$ cat src/rtl/cache_dma_ctrl_primitives.sv
// Control primitives for the cache DMA engine: a clear/up burst counter,
// a binary-to-one-hot way decoder and bit-replicating byte-mask expanders.

module cdp_counter #(
    parameter int max_val_p  = 4,
    parameter int init_val_p = 0,
    parameter int cw_p       = 3
) (
    input  logic            clk_i,
    input  logic            reset_i,
    input  logic            clear_i,
    input  logic            up_i,
    output logic [cw_p-1:0] count_o,
    output logic            max_o
);
    localparam logic [cw_p-1:0] max_c  = cw_p'(max_val_p);
    localparam logic [cw_p-1:0] init_c = cw_p'(init_val_p);
    // clear+up normally lands on init+1; if init already sits at max it wraps like a plain up
    localparam logic [cw_p-1:0] init_up_c = (init_val_p >= max_val_p) ? '0 : cw_p'(init_val_p + 1);

    logic [cw_p-1:0] count_r;
    logic [cw_p-1:0] count_n;

    always_comb begin
        count_n = count_r;
        if (clear_i) begin
            count_n = up_i ? init_up_c : init_c;
        end else if (up_i) begin
            count_n = (count_r == max_c) ? '0 : count_r + cw_p'(1);
        end
    end

    always_ff @(posedge clk_i or negedge reset_i) begin
        if (!reset_i) begin
            count_r <= init_c;
        end else begin
            count_r <= count_n;
        end
    end

    assign count_o = count_r;
    assign max_o   = (count_r == max_c);
endmodule

module cdp_decoder #(
    parameter int num_out_p = 4,
    parameter int sw_p      = 2
) (
    input  logic [sw_p-1:0]      sel_i,
    output logic [num_out_p-1:0] decode_o
);
    if (num_out_p == 1) begin : g_single
        logic unused_sel;
        assign unused_sel = ^sel_i;
        assign decode_o   = 1'b1;
    end else begin : g_multi
        // out-of-range selects match no k and therefore decode to all zeros
        for (genvar k = 0; k < num_out_p; k++) begin : g_bit
            assign decode_o[k] = (sel_i == sw_p'(k));
        end
    end
endmodule

module cdp_expander #(
    parameter int width_p  = 4,
    parameter int expand_p = 8
) (
    input  logic [width_p-1:0]          data_i,
    output logic [width_p*expand_p-1:0] data_o
);
    for (genvar k = 0; k < width_p; k++) begin : g_lane
        assign data_o[k*expand_p +: expand_p] = {expand_p{data_i[k]}};
    end
endmodule

module cache_dma_ctrl_primitives #(
    parameter int max_val_p  = 4,
    parameter int init_val_p = 0,
    parameter int num_out_p  = 4,
    parameter int expand_p   = 8,
    parameter int words_p    = 2,
    localparam int cw_lp = (max_val_p < 1) ? 1 : $clog2(max_val_p + 1),
    localparam int sw_lp = (num_out_p < 2) ? 1 : $clog2(num_out_p)
) (
    input  logic                          clk_i,
    input  logic                          reset_i,
    input  logic                          clear_i,
    input  logic                          up_i,
    output logic [cw_lp-1:0]              count_o,
    output logic                          max_o,
    input  logic [sw_lp-1:0]              sel_i,
    output logic [num_out_p-1:0]          decode_o,
    output logic [num_out_p*expand_p-1:0] way_mask_o,
    input  logic [words_p-1:0]            word_mask_i,
    output logic [words_p*expand_p-1:0]   word_mask_o
);
    cdp_counter #(
        .max_val_p (max_val_p),
        .init_val_p(init_val_p),
        .cw_p      (cw_lp)
    ) u_counter (
        .clk_i  (clk_i),
        .reset_i(reset_i),
        .clear_i(clear_i),
        .up_i   (up_i),
        .count_o(count_o),
        .max_o  (max_o)
    );

    cdp_decoder #(
        .num_out_p(num_out_p),
        .sw_p     (sw_lp)
    ) u_decoder (
        .sel_i   (sel_i),
        .decode_o(decode_o)
    );

    cdp_expander #(
        .width_p (num_out_p),
        .expand_p(expand_p)
    ) u_way_expander (
        .data_i(decode_o),
        .data_o(way_mask_o)
    );

    cdp_expander #(
        .width_p (words_p),
        .expand_p(expand_p)
    ) u_word_expander (
        .data_i(word_mask_i),
        .data_o(word_mask_o)
    );
endmodule

$ cat config.mk
export PLATFORM = sky130hd
export DESIGN_NAME = cache_dma_ctrl_primitives
export DESIGN_NICKNAME = d
export VERILOG_FILES = /design/src/rtl/cache_dma_ctrl_primitives.sv
export SDC_FILE = /design/constraint.sdc
export NUM_CORES = 1
export LEC_CHECK = 0
export CORE_MARGIN = 2
export CORE_UTILIZATION = 30
export CTS_BUF_LIST = sky130_fd_sc_hd__clkbuf_4 sky130_fd_sc_hd__clkbuf_8
export DETAILED_ROUTE_END_ITERATION = 12
export GPL_ROUTABILITY_DRIVEN = 0
export PLACE_DENSITY_LB_ADDON = 0.15
export SYNTH_ARGS = -nofsm -noshare
export SYNTH_HDL_FRONTEND = slang
export SYNTH_SLANG_ARGS = --single-unit
$ cat constraint.sdc
create_clock -name clk_i -period 3.41 [get_ports clk_i]
set_clock_uncertainty 0.1 [all_clocks]
set_input_delay 0.5115 -clock clk_i [delete_from_list [all_inputs] [get_ports clk_i]]
set_output_delay 0.5115 -clock clk_i [all_outputs]
set_load 0.02 [all_outputs]
==> reports/qor.yml <==
floorplan:
  core_um2: 1764
  die-area_um2: 2276
  fp-row-count: 15
  die_height_um: 47.71
  initial_core_util: 0.3248
  die_x_um: 47.71
  pin_count: 64
critical_path:
  path_cells: "clkdlybuf4s50_1, nor2b_1, clkdlybuf4s50_1"
  end_kind: "primary output"
  reg2regPathDepth: 3
  crit_type: "in -> out"
  cpPeakStageDelay_ps: 710
  crit_cells: 3
  crit_path_max_fanout: 9
  critPathSlowestCell: "clkdlybuf4s50_1"
  arrival_ps: 2200
  cp-start-kind: "input pin"
  crit_buf_inv: 2
  required_ps: 2800
  critPathTopFamily: "buffers and inverters"
  path_common_cell: "clkdlybuf4s50_1"
global_routing:
  grt_max_degree: 10
  grt_pass1_wl_um: 1290
  gr-usage-met3: 0.02642
  first_global_vias: 280
  met2_usage: 0.1493
  grt-ovfl-total: 0
  track_usage: 0.08493
  antenna_found_initial: 0
  use_met1: 0.07919
  gr-max-usage-layer: "met2"
route:
  drc_errors: 0
  firstDrtPassIters: 1
  drt_iter0_markers: 0
  vias_per_cell: 3.531
  finalWirelength_um: 951
  wire_per_inst_um: 9.906
  vias: 339
  drtAntennaViolNets: 0
timing:
  maxSlewViolCount: 0
  slew_headroom: 0.6569
  period_share: 0.8231
  rsz0062_at_grt: "false"
  fin_setup_tns_ps: 0
  fin_crit_ps: 2807
  hold_violations: 0
  fmax_mhz: 356.3
  worst_pin_slew_ps: 513.7
  setup_violations: 0
final_layout:
  drive_above_1_share: 0.07042
  fill_cells: 184
  diodes: 0
  syn2layout_area_growth_pct: 26.42
  nets: 82
  largest_reg_flops: 3
clocking:
  clockBufferDepth: 2
  tritoncts: "yes"
  post_cts_buffers: 0
  clkTransAtPathRegs_ps: 30
  root_buffer: "clkbuf_4"
  cts_resized: 0
  clkSinkCount: 3
  clkLatencyLatePin_ps: 230
  ctsHoldBuffers: 0
  cts_buffers: 3
  h-tree-depth: 1
power_and_ir_drop:
  internal_power_uw: 145.8
  p_leak_uw: 0.0002946
  p_comb_frac: 0.500
  powerDensity_nw_per_um2: 306.7
  pwr-share-seq: 0.193
  ir_drop_uv: 159.7
  power.switching_uw: 76.39
  pwr-share-clk: 0.306
  p_sw_frac: 0.3438
  total_power_uw: 222.2
synthesis:
  synthMuxAreaShare: 0.01747
  synthXorXnorAreaFrac: 0
  synth_compound_area_frac: 0.04585
  yosysWarnings: 0
  syn_area_um2: 573.1
  synth-simple-area-share: 0.1135
  synth_seq_cells: 3
  syn_avg_cell_area_um2: 8.186
  synthesis.nets: 80
  postSynthCellCount: 70
  synth_fa_ha_area_frac: 0.04367
  seq_area_frac_synth: 0.1310
  synth_top_family_by_area: "buffers and inverters"
  synth.distinct_cells: 15
min_path:
  hp-class: "in -> async"
outcome:
  status: "completed"
place:
  port_buffers: 45
  hpwl_um: 806.8
run:
  cap_violations: 0
routing by layer:
layer,wire length (µm),share of wire,vias to the layer above
met3,50,0.053,0
met4,0,0,0
met5,0,0,-
li1,-,-,173
met1,351,0.37,152
met2,548,0.58,14
worst paths after layout:
check,startpoint,end,slack (ps)
worst max-delay path,sel_i[0],way_mask_o[9],600
worst min-delay path,reset_i,u_counter.count_o[1],360
worst max register to register,u_counter.count_o[0],u_counter.count_o[2],2210
worst min register to register,u_counter.count_o[2],u_counter.count_o[2],450
max in group asynchronous,reset_i,u_counter.count_o[2],2710
min in group clk_i,u_counter.count_o[2],u_counter.count_o[2],450
cell usage after synthesis:
cell	instances	share of area
or3b_1	1	0.015
buf_4	48	0.63
o211ai_2	1	0.022
o21ai_0	1	0.0087
and4bb_1	1	0.022
a31o_1	1	0.015
nand2_1	1	0.0065
dfrtp_1	3	0.13
ha_1	2	0.044
and2_1	2	0.022
or2b_1	1	0.013
nor2_1	2	0.013
inv_1	3	0.020
nor2b_1	2	0.022
mux2i_1	1	0.017
placed cells by master (no fill, tap or decap):
master,count
clkdlybuf4s50_1,45
clkbuf_4,4
inv_1,3
dfrtp_1,3
and2_1,2
nor2_1,2
nor2b_1,2
ha_1,2
o21ai_0,1
and4bb_1,1
a31o_1,1
or2b_1,1
nand2_1,1
or3b_1,1
o211ai_2,1
mux2i_1,1
through the flow:
step                setup slack [ps]  utilization  hold slack (ps)  cell area, µm²  instances
floorplan                       1439            -            115.9           573.1         70
global placement               623.8       0.3936            459.8           694.4         92
detailed placement             574.8       0.3936            456.3           694.4         92
CTS                            580.6       0.4106            357.9           724.4         96
global route                   497.3       0.4106            372.7           724.4         96
finish                         603.3       0.4106            363.6           724.4         96
logic make-up after synthesis:
kind of cell               Yosys count
muxes                                1
adders and majority gates            2
and+or+nand+nor                     10
buffers and inverters               51
AOI/OAI and AO/OA                    3
DFF                                  3
layout make-up:
| cell class | instances | area [µm²] | area share |
|---|---|---|---|
| inverters | 3 | 11.26 | 0.01554 |
| well taps | 25 | 31.28 | 0.04318 |
| multi-input cells | 16 | 126.4 | 0.1744 |
| repair buffers | 45 | 450.4 | 0.6218 |
| flip-flops and latches | 3 | 75.07 | 0.1036 |
| clock buffers | 4 | 30.03 | 0.04145 |
power groups by stage:
stage	Clock [µW]	Sequential (µW)	Combinational [µW]
2_1_floorplan	0	47.2	102
3_3_place_gp	0	43.6	113
3_5_place_dp	0	43.4	113
4_1_cts	71.6	43.0	113
5_1_grt	71.9	43.7	120
6_report	68.1	42.9	111
No activity file was read; power rests on OpenSTA's default activity.
==> edit 1 (same settings) <==
`words_p`: 2 -> 4.
--- a/src/rtl/cache_dma_ctrl_primitives.sv
+++ b/src/rtl/cache_dma_ctrl_primitives.sv
@@ -78,7 +78,7 @@
     parameter int init_val_p = 0,
     parameter int num_out_p  = 4,
     parameter int expand_p   = 8,
-    parameter int words_p    = 2,
+    parameter int words_p    = 4,
     localparam int cw_lp = (max_val_p < 1) ? 1 : $clog2(max_val_p + 1),
     localparam int sw_lp = (num_out_p < 2) ? 1 : $clog2(num_out_p)
 ) (
Ports: changed (resized word_mask_i and word_mask_o); port bits go from 64 to 82. The function was not compared with the original's and may differ.
==> edit 1 against the original RTL <==
Total power grew 0.99%; sequential cell count unchanged; final cell count up 3.1%; critical path depth did not move; area after synthesis is 21% higher; clock power rose by 3%; global-route usage shrank 1.7 points; cell area rose by 0.52%; hold slack got worse by 0.0043 ns; setup slack improved by 0.037 ns; largest cell class unchanged; sequential share of layout area fell by 0.053 points; wire length is 4.6% higher; count of clock-buffer cells in the layout unchanged.
==> edit 1: results (changes against the original RTL) <==
metric	value	unit	change
drive_gt1_share	7.04	%	unchanged
synth-async-reset-ratio	100	%	unchanged
cpPeakStageDelay	0.70	ns	
grt_pass1_wl	1400	µm	+8.5%
reg2reg_setup_slack	2.19	ns	-0.02 ns
synth_warnings	0		unchanged
io_buffers	45		unchanged
min_path_type	primary input to asynchronous set/reset pin		
outcome	finished clean		
largest_reg_flops	3		unchanged
drtIter0Drc	3		+3
syn_nets	98		+23%
vias	357		+5.3%
reg2reg_depth	3		unchanged
yosysSeqAreaShare	10.8	%	-2.3 points
drv_cap	0		unchanged
insertion_delay	0.23	ns	about the same
synth_mux_area_share	1.44	%	-0.30 points
n_antenna_cell	0		unchanged
cts_resized	0		unchanged
ir_drop	0.000235	V	+47%
ys.flop_type	dfrtp_1		
period_minus_slack	2.77	ns	-0.0372 ns
post-place-cells	95		+3.3%
setup_tns	0	ns	unchanged
gr-usage-all-layers	6.83	%	-1.7 points
antenna_found_initial	0		unchanged
synth_common_cells	buf_4 (64), dfrtp_1 (3), inv_1 (3)		
crit_arrival	2.16	ns	-0.04 ns
r2r_end	u_counter.count_o[2]		
cts_root_buf	clkbuf_4		
dp_hpwl	814	µm	+0.90%
place_area	698	µm²	+0.54%
synthCells	86		+23%
synth.distinct_cells	15		unchanged
route.antenna.remaining_nets	0		unchanged
place_ws	0.603	ns	+0.0279 ns
drt-total-wl	995	µm	+4.6%
timing.critical_path.from	sel_i[1]		
drt-pass1-iter-count	4		+3
postCtsSetupBuffers	0		unchanged
slew_headroom	67.4	%	+1.8 points
path_max_fanout	9		unchanged
timing.hold.ws	0.359	ns	-0.00425 ns
p_leak	0.000295	µW	unchanged
cts_inserted_buffers	3		unchanged
crit_end	way_mask_o[17]		
h-tree-depth	1		unchanged
synthAdderAreaFrac	3.61	%	-0.76 points
switchingPower	78.4	µW	+2.6%
clock_path_buffers	2		unchanged
nFillCells	218		+18%
r2r-start	u_counter.count_o[0]		
grt_pass1_vias	308		+10%
nets	84		+2.4%
synth_area_leaders	buf_4 (69%), dfrtp_1 (11%), ha_1 (3.6%)		
routed_via_density	3.61		+2.1%
synth_compound_area_share	3.79	%	-0.79 points
[edit 1: cell count changes after synthesis]
cell   delta
buf_4    +16
[edit 1: power groups by stage]
stage / Clock, µW / Combinational [µW] / Sequential (µW)
finish: 69.9 / 111 / 43.6
global route: 74.1 / 119 / 44.8
CTS: 73.3 / 112 / 43.8
detailed placement: 0 / 112 / 44.1
global placement: 0 / 113 / 44.1
floorplan: 0 / 129 / 47.2
[edit 1: layer usage]
metal | wire length, µm | up-vias | track usage (%)
met4 | 0 | 0 | 3.51
li1 | - | 171 | -
met3 | 158 | 0 | 3.16
met2 | 474 | 27 | 11.2
met1 | 363 | 159 | 7.28
met5 | 0 | - | 0
[edit 1: layout make-up]
class,instances,area (µm²),share of cell area (%)
timing repair buffer,45,450,61.9
multi-input combinational,16,126,17.4
sequential,3,75.1,10.3
tap,28,35.0,4.81
clock buffer,4,30.0,4.12
inverter,3,11.3,1.55
==> edit 2 (config.mk and constraints unchanged) <==
Made on the original files. Add an input register stage for `clear_i`, `up_i`, `sel_i` and `word_mask_i`, without a reset; this delays them by one clock.
--- a/src/rtl/cache_dma_ctrl_primitives.sv
+++ b/src/rtl/cache_dma_ctrl_primitives.sv
@@ -94,6 +94,19 @@
     input  logic [words_p-1:0]            word_mask_i,
     output logic [words_p*expand_p-1:0]   word_mask_o
 );
+
+    logic clear_q;
+    logic up_q;
+    logic [sw_lp-1:0] sel_q;
+    logic [words_p-1:0] word_mask_q;
+
+    always_ff @(posedge clk_i) begin
+        clear_q     <= clear_i;
+        up_q        <= up_i;
+        sel_q       <= sel_i;
+        word_mask_q <= word_mask_i;
+    end
+
     cdp_counter #(
         .max_val_p (max_val_p),
         .init_val_p(init_val_p),
@@ -101,8 +114,8 @@
     ) u_counter (
         .clk_i  (clk_i),
         .reset_i(reset_i),
-        .clear_i(clear_i),
-        .up_i   (up_i),
+        .clear_i(clear_q),
+        .up_i   (up_q),
         .count_o(count_o),
         .max_o  (max_o)
     );
@@ -111,7 +124,7 @@
         .num_out_p(num_out_p),
         .sw_p     (sw_lp)
     ) u_decoder (
-        .sel_i   (sel_i),
+        .sel_i   (sel_q),
         .decode_o(decode_o)
     );
 
@@ -127,7 +140,7 @@
         .width_p (words_p),
         .expand_p(expand_p)
     ) u_word_expander (
-        .data_i(word_mask_i),
+        .data_i(word_mask_q),
         .data_o(word_mask_o)
     );
 endmodule
Check against the original RTL: not equivalent (a bounded check fails within 4 cycles, from zero or initial values and one cycle with reset_i low).
==> edit 2 against the original RTL <==
Wire length is 24% higher; hold slack worse by 0.025 ns; count of clock-buffer cells in the layout stayed put; total power is 59% higher; core utilization is 6.3 points higher; sequential cell count is 6 higher; setup slack better by 0.41 ns; cell area is 42% higher; area after synthesis is 18% higher; largest power group unchanged; highest routed layer unchanged.
==> edit 2: results (changes against the original RTL) <==
metric	value	unit	change
outcome	finished clean		
place_ws	1.27	ns	+0.699 ns
synth_mux_area_share	1.48	%	-0.27 points
synth_area_leaders	buf_4 (51%), dfxtp_1 (18%), dfrtp_1 (11%)		
slew_headroom	65.4	%	-0.33 points
grt_pass1_wl	1700	µm	+32%
num-nonclk-buffers	63		+40%
met3_length	107	µm	+110%
crit_arrival	1.79	ns	-0.41 ns
synth_compound_area_share	3.87	%	-0.71 points
drt-met1-wl	434	µm	+24%
dp_hpwl	1030	µm	+27%
die_w	51.5	µm	+8.0%
place_area	998	µm²	+44%
crit_end	way_mask_o[8]		
nets	106		+29%
synth.distinct_cells	16		+1
p_sw_share	32.2	%	-2.1 points
use_met3	2.59	%	-0.055 points
io_buffers	63		+40%
vias	473		+40%
instances_no_fill	123		+28%
bufAreaShareNonClock	61.3	%	-0.86 points
nFillCells	210		+14%
ir_drop	0.000191	V	+20%
finalCritPeriodShare	70.3	%	-12 points
synth_common_cells	buf_4 (46), dfxtp_1 (6), dfrtp_1 (3), inv_1 (3)		
p_leak	0.000416	µW	+41%
met1_usage	8.06	%	+0.15 points
wire_per_inst	9.61	µm	-3.0%
met2_length	640	µm	+17%
syn_nets	84		+5.0%
synth-async-reset-ratio	33.3	%	-67 points
edit 2: changes by cell type in the layout (fill, tap and decap cells not counted), sizes merged:
cell / delta
clkdlybuf4s50: +18
dfxtp: +6
edit 2: how the worst min path moves through the flow:
stage | slack (ns) | to | startpoint
after detailed placement | 0.39 | u_counter.count_o[1] | clear_q
final | 0.34 | u_counter.count_o[1] | reset_i
after CTS | 0.33 | u_counter.count_o[1] | reset_i
after floorplan | 0.12 | u_counter.count_o[0] | reset_i
after global placement | 0.38 | u_counter.count_o[1] | clear_q
after global routing | 0.32 | u_counter.count_o[1] | reset_i
edit 2: power groups by stage:
stage	sequential [µW]	combinational [µW]	clock, µW
2_1_floorplan	128	97.6	0
5_1_grt	123	151	102
4_1_cts	122	145	95.7
6_report	122	143	87.8
3_3_place_gp	124	143	0
3_5_place_dp	124	145	0
edit 2: worst register-to-register path: stages, from the launching register on:
cell and delay [ns]:
dfrtp_1 0.42, ha_1 0.22, and4bb_1 0.19, a31o_1 0.18
